$ cat config.mk
export PLATFORM = sky130hd
export DESIGN_NAME = bof_range_guard
export DESIGN_NICKNAME = d
export VERILOG_FILES = /design/src/rtl/bof_pkg.sv /design/src/rtl/bof_range_table.sv /design/src/rtl/bof_range_guard.sv
export SDC_FILE = /design/constraint.sdc
export NUM_CORES = 2
export LEC_CHECK = 0
export CAP_MARGIN = 20
export CORE_MARGIN = 2
export CORE_UTILIZATION = 60
export CTS_BUF_LIST = sky130_fd_sc_hd__clkbuf_4 sky130_fd_sc_hd__clkbuf_8 sky130_fd_sc_hd__clkbuf_16
export DETAILED_ROUTE_END_ITERATION = 8
export PLACE_DENSITY = 0.88
export SETUP_SLACK_MARGIN = 0.15
export SKIP_LAST_GASP = 1
export SLEW_MARGIN = 0
export SYNTH_ARGS = -nofsm -noshare
export SYNTH_HDL_FRONTEND = slang
export SYNTH_SLANG_ARGS = --single-unit
export TNS_END_PERCENT = 10
$ cat constraint.sdc
create_clock -name clk_i -period 7.1 [get_ports clk_i]
set_input_delay 1.42 -clock clk_i [delete_from_list [all_inputs] [get_ports clk_i]]
set_output_delay 1.42 -clock clk_i [all_outputs]
set_load 0.05 [all_outputs]
$ cat src/rtl/bof_pkg.sv
// bof_pkg: op encoding, range-entry type, tracker states and excluded base registers for bof_range_guard
package bof_pkg;
   localparam int BOF_AW_MAX = 64;
   localparam logic [4:0] BOF_REG_SP = 5'd2;
   localparam logic [4:0] BOF_REG_FP = 5'd8;
   typedef enum logic [1:0] {OP_OTHER, OP_STORE, OP_LOAD, OP_JALR} bof_op_e;
   typedef enum logic {IDLE, TRACK} bof_state_e;
   typedef struct packed {
      logic [BOF_AW_MAX-1:0] start;
      logic [BOF_AW_MAX-1:0] end_;
      logic                  valid;
   } bof_range_t;
endpackage

$ cat src/rtl/bof_range_table.sv
// bof_range_table: DEPTH-entry circular range store with parallel inclusive lookup and debug read port
module bof_range_table
   import bof_pkg::*;
#(
   parameter int ADDR_W = 32,
   parameter int DEPTH  = 8
) (
   input  logic                       clk_i,
   input  logic                       rst_ni,
   input  logic                       flush_i,
   input  logic                       wr_en_i,
   input  logic [ADDR_W-1:0]          wr_start_i,
   input  logic [ADDR_W-1:0]          wr_end_i,
   input  logic [ADDR_W-1:0]          lk_addr_i,
   output logic                       lk_hit_o,
   output logic [$clog2(DEPTH+1)-1:0] count_o,
   input  logic [$clog2(DEPTH)-1:0]   rd_idx_i,
   output logic [ADDR_W-1:0]          rd_start_o,
   output logic [ADDR_W-1:0]          rd_end_o
);
   localparam int CW = $clog2(DEPTH+1);
   localparam int PW = $clog2(DEPTH);
   bof_range_t tbl_q [DEPTH];
   logic [PW-1:0] wr_ptr_q;
   logic [BOF_AW_MAX-1:0] lk_addr;
   assign lk_addr = BOF_AW_MAX'(lk_addr_i);
   // Entry writes with pointer wrap (oldest overwritten) and saturating occupancy; flush drops every entry
   always_ff @(posedge clk_i or negedge rst_ni) begin
      if (!rst_ni) begin
         for (int i = 0; i < DEPTH; i++) tbl_q[i] <= '0;
         wr_ptr_q <= '0;
         count_o <= '0;
      end else if (flush_i) begin
         for (int i = 0; i < DEPTH; i++) tbl_q[i].valid <= 1'b0;
         wr_ptr_q <= '0;
         count_o <= '0;
      end else if (wr_en_i) begin
         tbl_q[wr_ptr_q] <= '{start: BOF_AW_MAX'(wr_start_i), end_: BOF_AW_MAX'(wr_end_i), valid: 1'b1};
         wr_ptr_q <= wr_ptr_q + PW'(1);
         count_o <= (count_o == CW'(DEPTH)) ? count_o : count_o + CW'(1);
      end
   end
   // Parallel inclusive compare against every valid entry
   always_comb begin
      lk_hit_o = 1'b0;
      for (int i = 0; i < DEPTH; i++)
         lk_hit_o = lk_hit_o | (tbl_q[i].valid && lk_addr >= tbl_q[i].start && lk_addr <= tbl_q[i].end_);
   end
   assign rd_start_o = tbl_q[rd_idx_i].valid ? tbl_q[rd_idx_i].start[ADDR_W-1:0] : '0;
   assign rd_end_o   = tbl_q[rd_idx_i].valid ? tbl_q[rd_idx_i].end_[ADDR_W-1:0] : '0;
endmodule

$ cat src/rtl/bof_range_guard.sv
// bof_range_guard: tracks contiguous non-stack store runs, records long ones, flags loads into them.
// Macro BOF_TAINT_EN adds the load->JALR taint register driving crash_o/alert_o; otherwise both are tied low.
module bof_range_guard
   import bof_pkg::*;
#(
   parameter int ADDR_W  = 32,
   parameter int DEPTH   = 8,
   parameter int MIN_RUN = 32,
   parameter int TIMEOUT = 10
) (
   input  logic                       clk_i,
   input  logic                       rst_ni,
   input  logic                       flush_i,
   input  logic                       valid_i,
   input  logic [1:0]                 op_i,
   input  logic [2:0]                 size_i,
   input  logic [4:0]                 rs1_i,
   input  logic [ADDR_W-1:0]          addr_i,
   output logic                       hit_o,
   output logic                       crash_o,
   output logic                       alert_o,
   output logic [$clog2(DEPTH+1)-1:0] count_o,
   input  logic [$clog2(DEPTH)-1:0]   rd_idx_i,
   output logic [ADDR_W-1:0]          rd_start_o,
   output logic [ADDR_W-1:0]          rd_end_o
);
   localparam logic [7:0] TMO = 8'(TIMEOUT);
   bof_state_e state_q, state_d;
   logic [ADDR_W-1:0] start_q, next_q, run_q, sz, nxt_sum, run_sum, run_sat, act_end;
   logic [7:0] timer_q;
   logic nxt_ovf, run_ovf, qs, tick, contig, close, rec, tbl_hit, is_ld;
   assign sz = ADDR_W'(size_i);
   assign {nxt_ovf, nxt_sum} = {1'b0, next_q} + {1'b0, sz};
   assign {run_ovf, run_sum} = {1'b0, run_q} + {1'b0, sz};
   assign run_sat = run_ovf ? '1 : run_sum;
   assign act_end = next_q - ADDR_W'(1);
   assign qs = valid_i && op_i == OP_STORE && rs1_i != BOF_REG_SP && rs1_i != BOF_REG_FP;
   assign tick = valid_i && op_i != OP_STORE;
   assign contig = state_q == TRACK && addr_i == next_q && !nxt_ovf;
   assign close = state_q == TRACK && ((qs && !contig) || (tick && timer_q <= 8'd1));
   assign rec = close && run_q >= ADDR_W'(MIN_RUN);
   // Tracker state register
   always_ff @(posedge clk_i or negedge rst_ni) begin
      if (!rst_ni) state_q <= IDLE;
      else state_q <= flush_i ? IDLE : state_d;
   end
   // Any qualifying store (re)opens a run; a close without one returns to IDLE
   always_comb state_d = qs ? TRACK : close ? IDLE : state_q;
   // Run bookkeeping: extend on contiguous store, restart on a jump, count down on other ops
   always_ff @(posedge clk_i or negedge rst_ni) begin
      if (!rst_ni) begin
         start_q <= '0;
         next_q <= '0;
         run_q <= '0;
         timer_q <= '0;
      end else if (!flush_i) begin
         if (qs) begin
            start_q <= contig ? start_q : addr_i;
            next_q <= contig ? nxt_sum : addr_i + sz;
            run_q <= contig ? run_sat : sz;
            timer_q <= TMO;
         end else if (tick && state_q == TRACK) timer_q <= timer_q - 8'd1;
      end
   end
   // Load hit against committed entries or the still-open run
   always_comb begin
      is_ld = valid_i && op_i == OP_LOAD;
      hit_o = is_ld && (tbl_hit || (state_q == TRACK && addr_i >= start_q && addr_i <= act_end));
   end
   bof_range_table #(.ADDR_W(ADDR_W), .DEPTH(DEPTH)) u_table (
      .clk_i     (clk_i),
      .rst_ni    (rst_ni),
      .flush_i   (flush_i),
      .wr_en_i   (rec),
      .wr_start_i(start_q),
      .wr_end_i  (act_end),
      .lk_addr_i (addr_i),
      .lk_hit_o  (tbl_hit),
      .count_o   (count_o),
      .rd_idx_i  (rd_idx_i),
      .rd_start_o(rd_start_o),
      .rd_end_o  (rd_end_o)
   );
`ifdef BOF_TAINT_EN
   logic taint_q, jalr;
   assign jalr = valid_i && op_i == OP_JALR;
   // Taint follows the last load's hit; a JALR consumes it and fires the one-cycle crash pulse
   always_ff @(posedge clk_i or negedge rst_ni) begin
      if (!rst_ni) begin
         taint_q <= 1'b0;
         crash_o <= 1'b0;
         alert_o <= 1'b0;
      end else if (flush_i) begin
         taint_q <= 1'b0;
         crash_o <= 1'b0;
      end else begin
         crash_o <= jalr && taint_q;
         alert_o <= alert_o || (jalr && taint_q);
         taint_q <= is_ld ? hit_o : jalr ? 1'b0 : taint_q;
      end
   end
`else
   assign crash_o = 1'b0;
   assign alert_o = 1'b0;
`endif
endmodule

==> results.md <==
* Fin. max-slew vios at 0
* Stages on worst setup path at 15
* Final wirelength at between 100,000 and 150,000 um
* Diodes inserted at 0
* Top cells by area, synth: dfrtp_1 (36%), ha_1 (17%), mux4_2 (6.6%), o21ai_0 (5.2%), inv_1 (4.7%)
* Flops & latches, synth at roughly 630
* Post-synth EDFFs at 0
* Most used cell, CP: buf_4
* Reg-to-Reg Start: next_q[0]$_DFFE_PN0P_
* Final GP Congestion at about 1
* TritonCTS Buffers at 70
* Leak at 0.0222 uW
* Worst hold path class: reg2reg
* Critical path fanouts, max at 4
* TritonCTS Sinks at about 630
* Grt ovf at 0
* Maximum Capacitance Violations at 0
* Slowest-stage cell, CP: a2111oi_0
* Worst reg2reg setup slack at 2.11 ns
* Inst Count DP at 5,850
* Max VDD drop at between 0.15 and 0.2 mV
* Slew HR at 20.3%
* Worst Setup SP: addr_i[14]
* Die area at 0.0759 mm^2
* Fin. Hold Viols at 0
* Status: finished clean
* RSZ-0062 raised after global routing: no
* Dpl ws at 0.144 ns
* GRT Overall Usage at 38.3%
* Post-DP HPWL at 101,000 um
* Mapped Cells at 4,878
* RR Endpoint: u_table.tbl_q[139]$_DFFE_PN0P_
* Worst-Skew Late Latency at approximately 0.63 ns
* Async SR Flop Fraction at 100%
* Setup Skew at 0.0357 ns
* Mapped Avg Cell Area at just over 9 um^2
* Top post-synthesis cells by count: dfrtp_1 (632), ha_1 (591), inv_1 (559), nand2_1 (517), o21ai_0 (462)
* CP top delay family: buffers and inverters
* Clock root buffer: clkbuf_16
* Initial DRC Count at a little under 5,000
* Crit path required time at around 5.7 ns
* Top cell type's share of synthesized area at 35.7%
* Worst slew pin tran at 1.19 ns
* Clock-pin slew on the worst setup and hold paths at 0.06 ns
* Die X at 276 um
* R2R cell count at 13
* Vias/cell at 6.62
* Largest net degree at the start of global routing at 170
* Crit Path Class: in2out
* Minimum clock period after layout at between 7 and 8 ns
* CP Buf/Inv Count at 5
* Sequential area share after synthesis at a little over a third
* PwrDens at 192 mW/mm^2
* Synth Flop Type: dfrtp_1
* CP Launch Type: input port
* YS warnings at 0
* DRT antenna net count at 0
* Core Area at roughly 0.073 mm^2
* Final Cycle Share at between 90% and 100%
* Layout cells sized above 1 at between 10% and 20%
* I/O pin count at 120
* # H-tree levels at 3
* Cell with the most instances after synthesis: dfrtp_1
* IO buf count at 117
* Post-layout nets at about 5,600
* # setup viols final at 0
* CTS tree: yes
* Hold-fix buffers at CTS at 0
* Critical Path Sink: hit_o
* Rows at 99
* Die height at 276 um
* CP Capture Type: output pin
* Initial Utilization at 60.6%
* Routed WL per cell at 24.2 um
* Max Freq at 142 MHz
* CTS Buffer Depth at 3
* Leading area contributor after synthesis: dfrtp_1
* Non-filler cells, final at between 5,000 and 6,000
* Post-synth design cell area at 0.0442 mm^2
* Vias in the first global route at 39,500
* Residual DRC at 0
* Worst Path Arrival at 5.61 ns
* Hold Slack at roughly 0.5 ns
* PnR worst setup slack at 0.0746 ns
* P&R area growth vs syn at 12.5%
* Initial antenna violation count at 4
* First-pass GRT wire length at 224,000 um
* Crit-path max cell delay at 0.94 ns
* Count of unique library cells instantiated by Yosys at 73
* TritonRoute pass-1 iters at 8
* Vias at 39,600
* Critical-path cell list: clkdlybuf4s50_1 -> buf_4 -> ha_1 -> nand3_1 -> nor2_1 -> nand2_1 -> a21oi_1 -> a2111oi_0 -> or3_1 -> o211ai_1 -> nor4bb_1 -> a211oi_1 -> buf_4 -> buf_4 -> buf_6
-- final cells by class --
| type | count | area [um^2] |
|---|---|---|
| inverters | 560 | 2100 |
| flip-flops and latches | 632 | 15800 |
| repair buffers | 247 | 2660 |
| clock buffers | 98 | 2110 |
| clock inverters | 27 | 287 |
| fillers | 5205 | 23200 |
| well taps | 959 | 1200 |
| multi-input cells | 3462 | 25600 |
-- power by group --
group	total (uW)	switching [uW]	internal [uW]
clock network	3850	1590	2260
logic	1720	1080	641
registers	3980	259	3730
-- through the flow --
stage                     util (%)  setup TNS, ns  instance area (um^2)  total power (uW)
after global routing          68.2              0                 49800              9860
after CTS                     67.9              0                 49500              9440
after detailed placement      64.5              0                 47100              5640
after floorplan                  -              0                 44200              4910
after global placement        64.5         -0.571                 47100              5570
final                         68.2              0                 49800              9560
-- cells in the final DEF (no fill, tap or decap), types with 90 or more instances in the layout --
cell / synthesis / routed
buf_4: 10 / 91
nor2_1: 376 / 371
ha_1: 591 / 589
dfrtp_1: 632 / 630
nand2_1: 517 / 515
clkdlybuf4s50_1: 0 / 111
inv_1: 559 / 558
o21ai_0: 462 / 460
mux4_2: 130 / 130
a21oi_1: 411 / 411
nand3_1: 93 / 90
nand4_1: 122 / 122
-- kinds of logic after synthesis --
| logic type | synth area share [%] |
|---|---|
| xor+xnor | 1.96 |
| fa+ha+maj | 16.8 |
| compound gates | 15.2 |
| buf+inv | 7.06 |
| flops | 35.7 |
| mux | 9.26 |
| simple gates | 13.9 |
| other cells | 0.00848 |
-- registers in the layout (all words and copies together), names as in the netlist --
register          count
run_q                32
u_table.tbl_q       520
timer_q               8
state_q               1
next_q               32
u_table.wr_ptr_q      3
u_table.count_o       4
start_q              32
-- routing by layer --
metal	wire [um]	GRT usage, %	up-vias
met5	50	0	-
li1	-	-	17300
met4	9240	22.6	8
met1	53600	49.1	19000
met2	65000	59.1	2637
met3	16900	9.63	612
-- worst min-delay path by stage --
stage,from,end,depth (start not counted)
after floorplan,run_q[0]$_DFFE_PN0P_,run_q[0]$_DFFE_PN0P_,2
final,run_q[0]$_DFFE_PN0P_,run_q[0]$_DFFE_PN0P_,2
after detailed placement,u_table.tbl_q[407]$_DFFE_PN0P_,u_table.tbl_q[407]$_DFFE_PN0P_,2
after global routing,u_table.tbl_q[224]$_DFFE_PN0P_,u_table.tbl_q[224]$_DFFE_PN0P_,2
after CTS,u_table.tbl_q[407]$_DFFE_PN0P_,u_table.tbl_q[407]$_DFFE_PN0P_,2
after global placement,run_q[0]$_DFFE_PN0P_,run_q[0]$_DFFE_PN0P_,2
-- worst min-delay path, cell delays in order (launching register included) --
cell,delay (ns)
dfrtp_1,0.35
nand2_1,0.06
o21ai_0,0.06
-- what timing repair did --
item	4_1_cts	5_1_grt
gates cloned	0	0
buffers inserted	1	9
gates resized for setup	7	37
setup endpoints to repair	1	1
pin swaps	4	16
Power figures use the tool's default switching activity.
